--- src/rtl/adpll_lock_detect.sv ---
// adpll_lock_detect
// Lock detector for the ADPLL. Watches the loop-filter code on each
// reference edge and declares lock once the code has been stable for
// STABLE_CNT reference periods. Reports loss of lock and reference loss.
// Optional feature: define LOCK_DET_FB_CHECK_EN to also require a divided
// feedback edge inside every reference period. When it is undefined, fb_in
// is ignored.
module adpll_lock_detect #(
    parameter int CODE_W      = 4,
    parameter int STABLE_CNT  = 16,
    parameter int TOL         = 1,
    parameter int LOSS_CNT    = 4,
    parameter int SYNC_STAGES = 2,
    parameter int TIMEOUT     = 30000
) (
    input  logic              clk,
    input  logic              reset,
    input  logic              ref_in,
    input  logic              fb_in,
    input  logic [CODE_W-1:0] code_in,
    output logic              locked,
    output logic [1:0]        lock_state,
    output logic              lol_pulse,
    output logic              ref_lost,
    output logic [CODE_W-1:0] code_hold
);

    localparam logic [1:0] ST_UNLOCK = 2'd0;
    localparam logic [1:0] ST_ACQ    = 2'd1;
    localparam logic [1:0] ST_LOCK   = 2'd2;
    localparam logic [1:0] ST_HOLD   = 2'd3;

    localparam logic [CODE_W:0] TOL_V    = (CODE_W+1)'(TOL);
    localparam logic [7:0]      STABLE_V = 8'(STABLE_CNT);
    localparam logic [7:0]      LOSS_V   = 8'(LOSS_CNT);
    localparam logic [15:0]     WD_LAST  = 16'(TIMEOUT - 1);

    // Absolute difference of two unsigned codes, no wrap-around.
    function automatic logic [CODE_W:0] code_dist(input logic [CODE_W-1:0] a,
                                                  input logic [CODE_W-1:0] b);
        logic signed [CODE_W+1:0] d;
        d = $signed({2'b00, a}) - $signed({2'b00, b});
        if (d[CODE_W+1]) begin
            d = -d;
        end
        return d[CODE_W:0];
    endfunction

    logic [SYNC_STAGES-1:0] ref_sync;
    logic                   ref_last;
    logic                   ref_ev;
    logic                   fb_ok;

    // Stage 0: synchronize ref_in and register a single-cycle rising-edge strobe
    always_ff @(posedge clk) begin
        if (reset) begin
            ref_sync <= '0;
            ref_last <= 1'b0;
            ref_ev   <= 1'b0;
        end else begin
            ref_sync <= {ref_sync[SYNC_STAGES-2:0], ref_in};
            ref_last <= ref_sync[SYNC_STAGES-1];
            ref_ev   <= ref_sync[SYNC_STAGES-1] & ~ref_last;
        end
    end

`ifdef LOCK_DET_FB_CHECK_EN
    logic [SYNC_STAGES-1:0] fb_sync;
    logic                   fb_last;
    logic                   fb_ev;
    logic                   fb_seen;

    // Stage 0: synchronize fb_in and register its rising-edge strobe
    always_ff @(posedge clk) begin
        if (reset) begin
            fb_sync <= '0;
            fb_last <= 1'b0;
            fb_ev   <= 1'b0;
        end else begin
            fb_sync <= {fb_sync[SYNC_STAGES-2:0], fb_in};
            fb_last <= fb_sync[SYNC_STAGES-1];
            fb_ev   <= fb_sync[SYNC_STAGES-1] & ~fb_last;
        end
    end

    // Remember feedback activity inside the current reference window
    always_ff @(posedge clk) begin
        if (reset) begin
            fb_seen <= 1'b0;
        end else if (ref_ev) begin
            fb_seen <= 1'b0;
        end else if (fb_ev) begin
            fb_seen <= 1'b1;
        end
    end

    // A feedback edge landing together with the closing ref edge still counts
    assign fb_ok = fb_seen | fb_ev;
`else
    logic unused_fb;
    assign unused_fb = fb_in;
    assign fb_ok     = 1'b1;
`endif

    logic [1:0]        state;
    logic [1:0]        state_nxt;
    logic [7:0]        good_cnt;
    logic [7:0]        good_nxt;
    logic [7:0]        bad_cnt;
    logic [7:0]        bad_nxt;
    logic [CODE_W-1:0] prev_code;
    logic [CODE_W-1:0] hold_nxt;
    logic              prime;
    logic              prime_nxt;
    logic              lost_nxt;
    logic              lol_nxt;
    logic [15:0]       wd_cnt;
    logic              wd_expire;
    logic              good;

    assign good       = (code_dist(code_in, prev_code) <= TOL_V) && fb_ok;
    // A ref edge in the expiry cycle wins over the watchdog
    assign wd_expire  = !ref_ev && (wd_cnt == WD_LAST);
    assign lock_state = state;

    // Stage 1: next-state evaluation on ref edges and watchdog expiry
    always_comb begin
        state_nxt = state;
        good_nxt  = good_cnt;
        bad_nxt   = bad_cnt;
        hold_nxt  = code_hold;
        prime_nxt = prime;
        lost_nxt  = ref_lost;
        lol_nxt   = 1'b0;
        if (ref_ev) begin
            lost_nxt = 1'b0;
            if (prime) begin
                // First edge only seeds prev_code
                prime_nxt = 1'b0;
            end else begin
                case (state)
                    ST_UNLOCK: begin
                        if (good) begin
                            state_nxt = ST_ACQ;
                            good_nxt  = 8'd1;
                        end
                    end
                    ST_ACQ: begin
                        if (good) begin
                            good_nxt = good_cnt + 8'd1;
                            if (good_nxt >= STABLE_V) begin
                                state_nxt = ST_LOCK;
                            end
                        end else begin
                            state_nxt = ST_UNLOCK;
                            good_nxt  = 8'd0;
                        end
                    end
                    ST_LOCK: begin
                        if (good) begin
                            hold_nxt = code_in;
                        end else begin
                            state_nxt = ST_HOLD;
                            bad_nxt   = 8'd1;
                        end
                    end
                    default: begin
                        if (good) begin
                            state_nxt = ST_LOCK;
                            bad_nxt   = 8'd0;
                        end else begin
                            bad_nxt = bad_cnt + 8'd1;
                            if (bad_nxt >= LOSS_V) begin
                                state_nxt = ST_UNLOCK;
                                bad_nxt   = 8'd0;
                                good_nxt  = 8'd0;
                                lol_nxt   = 1'b1;
                            end
                        end
                    end
                endcase
            end
        end else if (wd_expire) begin
            state_nxt = ST_UNLOCK;
            good_nxt  = 8'd0;
            bad_nxt   = 8'd0;
            prime_nxt = 1'b1;
            lost_nxt  = 1'b1;
            lol_nxt   = state[1];
        end
    end

    // Stage 2: register FSM, counters, watchdog and outputs
    always_ff @(posedge clk) begin
        if (reset) begin
            state     <= ST_UNLOCK;
            good_cnt  <= 8'd0;
            bad_cnt   <= 8'd0;
            prev_code <= '0;
            code_hold <= '0;
            prime     <= 1'b1;
            ref_lost  <= 1'b0;
            lol_pulse <= 1'b0;
            locked    <= 1'b0;
            wd_cnt    <= 16'd0;
        end else begin
            state     <= state_nxt;
            good_cnt  <= good_nxt;
            bad_cnt   <= bad_nxt;
            code_hold <= hold_nxt;
            prime     <= prime_nxt;
            ref_lost  <= lost_nxt;
            lol_pulse <= lol_nxt;
            locked    <= state_nxt[1];
            if (ref_ev) begin
                prev_code <= code_in;
                wd_cnt    <= 16'd0;
            end else if (wd_cnt != 16'hFFFF) begin
                wd_cnt <= wd_cnt + 16'd1;
            end
        end
    end

endmodule
--- config.mk ---
export PLATFORM = sky130hd
export DESIGN_NAME = adpll_lock_detect
export DESIGN_NICKNAME = d
export VERILOG_FILES = /design/src/rtl/adpll_lock_detect.sv
export SDC_FILE = /design/constraint.sdc
export NUM_CORES = 1
export LEC_CHECK = 0
export CAP_MARGIN = 30
export CORE_ASPECT_RATIO = 1.75
export CORE_MARGIN = 1
export CORE_UTILIZATION = 30
export DETAILED_ROUTE_END_ITERATION = 6
export HOLD_SLACK_MARGIN = 0.1
export SETUP_SLACK_MARGIN = 0.4
export SLEW_MARGIN = 20
export SYNTH_ARGS = -nofsm -noshare
export SYNTH_HDL_FRONTEND = slang
export SYNTH_SLANG_ARGS = --single-unit
--- constraint.sdc ---
create_clock -name clk -period 9.46 [get_ports clk]
set_input_delay 2.838 -clock clk [delete_from_list [all_inputs] [get_ports clk]]
set_output_delay 2.838 -clock clk [all_outputs]
set_load 0.05 [all_outputs]
==> Word-level counts from Yosys, hierarchy flattened <==
Cells that the tools add are included.
{ "classes": {"add_sub_neg": 5, "magnitude_cmp": 3, "eq_ne": 13, "n_mux": 33, "bitwise": 3, "reduce_logical": 11} }
{ "op_table": {"columns": ["cell", "count"], "rows": [
  ["8-bit two-way mux", 12],
  ["8-bit one-hot mux with 3 select lines", 1],
  ["2-bit two-way mux", 9],
  ["16-bit by 1-bit adder with 16-bit output, second input constant", 1],
  ["8-bit by 1-bit adder with 8-bit output, second input constant", 2],
  ["16-bit by 15-bit == test with 1-bit output, second input constant", 1],
  ["16-bit != test, second input constant", 1],
  ["8-bit one-hot mux with 2 select lines", 1],
  ["6-bit AND reduction", 2],
  ["8-bit by 3-bit greater-or-equal comparator with 1-bit output, second input constant", 1],
  ["8-bit by 5-bit greater-or-equal comparator with 1-bit output, second input constant", 1],
  ["1-bit two-way mux", 8],
  ["4-bit AND reduction", 2],
  ["2-bit != test, second input constant", 3],
  ["3-bit != test, second input constant", 2],
  ["2-bit one-hot mux with 3 select lines", 1],
  ["5-bit by 1-bit <= comparator with 1-bit output, second input constant", 1],
  ["5-bit two-way mux", 1],
  ["5-bit by 1-bit != test with 1-bit output, second input constant", 1],
  ["5-bit negator", 1],
  ["4-bit by 4-bit subtractor with 5-bit output", 1],
  ["4-bit by 1-bit != test with 1-bit output, second input constant", 1],
  ["4-bit by 2-bit != test with 1-bit output, second input constant", 1],
  ["4-bit != test, second input constant", 1],
  ["other kinds (10)", 12]
]} }
{ "word_totals": {"regBits": 49, "inputBits": 8, "out_inout_bits": 9} }

==> Logic depth before layout (Yosys ltp) <==
{ "logic_depth": {"word_depth": 8, "ltp_mapped": 14} }

==> Least setup slack after synthesis <==
Ideal clock, no wire load.
{ "synth_timing": {"path_type": "input to register", "from": "input code_in[0]", "to": "register good_cnt[0]", "setup_ns": 0.071, "arrival_time_ns": 5.556, "t_required_ns": 9.389, "setup_slack_ns": 3.833, "cell_stages": 13, "path_cell_list": "inv_1 > ha_1 > inv_1 > fa_1 > inv_1 > ha_1 > xnor3_1 > nor3b_1 > o221ai_1 > mux2_2 > a21o_1 > or4b_1 > a21oi_1"} }
{ "synth_between": {"elab_chain_len": 8, "word_cells_on_any_way": 12} }
{ "synth_lines": {"columns": ["item", "line_no", "text"], "rows": [
  ["from (decl)", "20", "input logic [CODE_W-1:0] code_in,"],
  ["4-bit by 4-bit subtractor with 5-bit output *", "42", "d = $signed({2'b00, a}) - $signed({2'b00, b});"],
  ["5-bit negator", "44", "d = -d;"],
  ["5-bit two-way mux *", "43", "if (d[CODE_W+1]) begin"],
  ["5-bit by 1-bit <= comparator with 1-bit output *", "121", "assign good = (code_dist(code_in, prev_code) <= TOL_V) && fb_ok;"],
  ["8-bit two-way mux", "149", "if (good) begin"],
  ["8-bit one-hot mux with 3 select lines", "141", "case (state)"],
  ["8-bit two-way mux", "137", "if (prime) begin"],
  ["8-bit two-way mux", "135", "if (ref_ev) begin"],
  ["to (signal assigned)", "208", "good_cnt <= good_nxt;"],
  ["to (decl)", "107", "logic [7:0] good_cnt;"]
]} }
Every way passes the cells marked *; elsewhere a longest branch is shown, timed or not. The select of a mux whose other input is x is not followed.
A chain may end at the register's enable or synchronous reset.

==> Final worst setup path <==
{ "layout_timing": {"from": "input code_in[0]", "to": "register good_cnt[2]"} }
The elaborated chain is that of the path after synthesis.

==> flow_summary_export.csv <==
group,metric,value,unit
die,row_count,43,
synthesis,flip_flop_cell_with_the_highest_count_after_synthesis,"sky130_fd_sc_hd__dfxtp_1",
synthesis,synthesized_nets,294,
cts,post_cts_hold_buffer_count,0,
detailed_routing,ant_nets,0,
final_layout,fin_cells,380,
sta,period_needed,6.28,ns
critical_path,critical_path.max_fanout,14,
sta,finClkSkew,0.00646,ns
final_layout,multi_input_comb_area,0.00136,mm^2
synthesis,synthSimpleGateAreaFrac,27.7,%
pwr,leakage,0.987,nW
critical_path,cpPeakStageDelay,0.51,ns
sta,setup_total_neg_slack,0,ns
synthesis,synth_top_family_by_area,"simple AND/OR/NAND/NOR gates",
die,die-height,121,um
sta,rsz_0062_raised_after_global_routing,"false",
synthesis,synth_area,0.00241,mm^2
synthesis,synth-compound-area-share,12.0,%
final_layout,nFillCells,821,
pwr,report.power.total,0.416,mW
global_route,track_usage,12.5,%
global_route,grt_first_pass_wirelength,8380,um
final_layout,stdcell_area,0.00278,mm^2
final_layout,design.final.nets,307,
flow_run,maxCapViolCount,0,
sta,final-hold-violation-count,0,
critical_path,cp-start-kind,"input pin",
sta,fin_worst_hold_slack,0.384,ns
critical_path,cp-startpoint,"code_in[0]",
detailed_routing,routed_via_density,5.24,
final_layout,antenna-diode-count,0,
die,die_area,0.00843,mm^2
place,io_buffers,15,
sta,maxClockFrequency,0.159,GHz
critical_path,reg2reg_from,"prev_code[0]",
cts,cts.path.max_buffers,2,
detailed_routing,route.detailed.wl_per_inst,12.9,um
detailed_routing,drt_first_iter_violations,107,
detailed_routing,post-route-drc-count,0,
place,dp.final_hpwl,3490,um
place,dp_cells,372,
critical_path,cp_arrival,6.43,ns
sta,fin_ws,3.18,ns
cts,tritoncts,"yes",
final_layout,syn_to_final_growth,15.0,%
hold_path,min-delay-path-class,"flip-flop to flip-flop",
cts,worst_skew_late_latency,0.29,ns
place,gpl.final_weighted_congestion,0.799,
place,detailed_place.area,0.00263,mm^2
synthesis,synth-seq-cells,49,
cts,cts_h_tree_lvls,2,
cts,numCtsBuffers,5,
cts,cts.clk_slew.worst_paths,0.07,ns
critical_path,timing.critical_path.required,9.62,ns
run_status,status,"complete, no violations",
critical_path,cell_chain_critical_path,"clkdlybuf4s50_1 -> inv_1 -> ha_1 -> inv_1 -> fa_1 -> inv_1 -> ha_1 -> xnor3_1 -> nor3b_1 -> o221ai_1 -> mux2_2 -> a21o_1 -> o21ai_1 -> a31oi_1",
sta,worst_slew_margin_rel,56.6,%
critical_path,criticalPathCategory,"input pin to flip-flop",
detailed_routing,routed_wirelength,4910,um
global_route,antenna_found_initial,0,
die,design.core.area,0.00786,mm^2
pwr,vdd_drop_max,0.0748,mV
critical_path,cell_type_with_the_highest_occurrence_count_on_the_critical_path,"sky130_fd_sc_hd__inv_1",
synthesis,yosys_warnings,0,
cts,number_of_resized_instances_in_the_post_cts_repair_step,0,
critical_path,critical-path-slowest-cell,"sky130_fd_sc_hd__clkdlybuf4s50_1",
pwr,power_per_cell_area,150,mW/mm^2
synthesis,asyncSetResetFlopFracSynth,0,%
global_route,total_overflow_reported_by_the_global_router,0,
critical_path,timing.critical_path.to_type,"flip-flop",
synthesis,synth_cell_types,55,
hold_path,min_from,"ref_last",
global_route,via_count_of_the_first_global_routing_pass,1861,
final_layout,post-route-util,35.4,%
detailed_routing,dr.pass1.iters,4,
detailed_routing,routed-via-count,1990,
place,dpl_worst_slack,2.88,ns
sta,timing_worst_slew_pin_value,0.645,ns
cts,numClockSinks,49,
synthesis,synth-seq-area-share,40.6,%
sta,timing.final.setup_violations,0,
final_layout,drive_above_1_share,4.83,%
sta,final_slew_viol_count,0,
cts,cts_setup_buffers,0,
synthesis,synth-edff-count,0,
final_layout,area.sequential,981,um^2
die,die_width,69.8,um
cts,clock_tree.root_cell,"sky130_fd_sc_hd__clkbuf_16",
synthesis,synth_xor_xnor_area_share,6.01,%
global_route,grt_start_max_net_pins,18,
synthesis,multiplexer_area_fraction_after_synthesis,5.03,%
sta,min_period_over_period,66.3,%
die,io_pins,17,
synthesis,synth_adder_area_share,5.49,%
synthesis,synthCells,276,
die,starting_density_of_the_core,30.7,%
synthesis,avgSynthCellArea,8.75,um^2
routing by layer:
layer	GRT usage [%]	up-vias	share of wire, %
met2	22.5	30	51
met3	2.75	8	2.7
li1	-	1020	-
met1	13.0	932	43
met4	7.50	0	2.5
met5	0	-	0
layout make-up:
| cell class | count | share of cell area, % |
|---|---|---|
| Timing Repair Buffer | 15 | 5.41 |
| Sequential cell | 49 | 35.3 |
| Inverter | 8 | 1.08 |
| Tap cell | 90 | 4.05 |
| Multi-Input combinational cell | 210 | 48.9 |
| Clock inverter | 3 | 0.766 |
| Clock buffer | 5 | 4.50 |
sequential cells by signal, indices dropped and copies added (netlist names):
name,count
wd_cnt,16
bad_cnt,8
good_cnt,8
code_hold,4
prev_code,4
lock_state,2
ref_sync,2
lol_pulse,1
prime,1
ref_ev,1
ref_last,1
ref_lost,1
where the power goes:
part	internal [mW]	switching (mW)	leakage (nW)
Combinational	0.0118	0.0159	0.521
Sequential	0.208	0.00184	0.396
Clock	0.0984	0.0794	0.0702
Total	0.319	0.0972	0.987
worst max-delay path: cells and delay by family:
| family | cells | cell delay [ns] |
|---|---|---|
| buf+inv | 4 | 0.72 |
| compound gates | 4 | 1.01 |
| simple gates | 1 | 0.19 |
| mux | 1 | 0.42 |
| fa+ha+maj | 3 | 0.91 |
| xor+xnor | 1 | 0.34 |
cell usage in the layout (no fill, tap or decap), types with 3 or more instances in the layout:
cell type,synthesis,layout
sky130_fd_sc_hd__o21ai_0,9,9
sky130_fd_sc_hd__a31oi_1,9,9
sky130_fd_sc_hd__nor3b_1,3,3
sky130_fd_sc_hd__mux2i_1,11,11
sky130_fd_sc_hd__nor2_1,43,43
sky130_fd_sc_hd__nand4_1,9,9
sky130_fd_sc_hd__a21oi_1,12,12
sky130_fd_sc_hd__nand2_1,16,16
sky130_fd_sc_hd__nor3_1,5,5
sky130_fd_sc_hd__clkdlybuf4s50_1,0,15
sky130_fd_sc_hd__clkbuf_16,0,5
sky130_fd_sc_hd__nor2b_1,4,4
sky130_fd_sc_hd__inv_1,7,7
sky130_fd_sc_hd__xnor2_1,4,4
sky130_fd_sc_hd__dfxtp_1,49,49
sky130_fd_sc_hd__ha_1,9,9
sky130_fd_sc_hd__and3_1,12,12
sky130_fd_sc_hd__or3_1,5,5
sky130_fd_sc_hd__xor2_1,10,10
sky130_fd_sc_hd__nand3_1,14,14
final timing paths:
kind | end | slack (ns) | depth (start not counted)
setup / recovery | good_cnt[2] | 3.18 | 14
hold / removal | ref_ev | 0.38 | 1
setup reg to reg | good_cnt[2] | 5.93 | 12
hold reg to reg | ref_ev | 0.38 | 1
synthesized netlist by cell type (all sizes together), types with 2 or more instances:
library cell / n / area [um^2]
nand2: 16 / 60.1
and2: 2 / 13.8
a211oi: 2 / 15.0
a31oi: 9 / 56.3
or4: 2 / 15.0
nor3b: 3 / 22.5
dfxtp: 49 / 981
nand4: 9 / 56.3
xor2: 10 / 87.6
a21oi: 12 / 60.1
nor2b: 4 / 25.0
xnor2: 4 / 35.0
clkbuf: 5 / 18.8
nand3: 14 / 70.1
nor4: 2 / 18.8
nor3: 7 / 51.3
o21ai: 10 / 50.0
ha: 9 / 113
buf: 4 / 27.5
mux2i: 11 / 110
or3: 5 / 31.3
o31ai: 2 / 15.0
and4: 2 / 17.5
inv: 7 / 26.3
nor2: 43 / 161
and3: 12 / 75.1
kinds of logic after synthesis:
group	count (synthesis)
AND/OR/NAND/NOR	127
flip-flops	49
adder cells (fa/ha/maj)	10
AO/OA/AOI/OAI	46
buffers and inverters	17
XOR/XNOR	15
multiplexers	12
(Power assumes the default switching activity.)
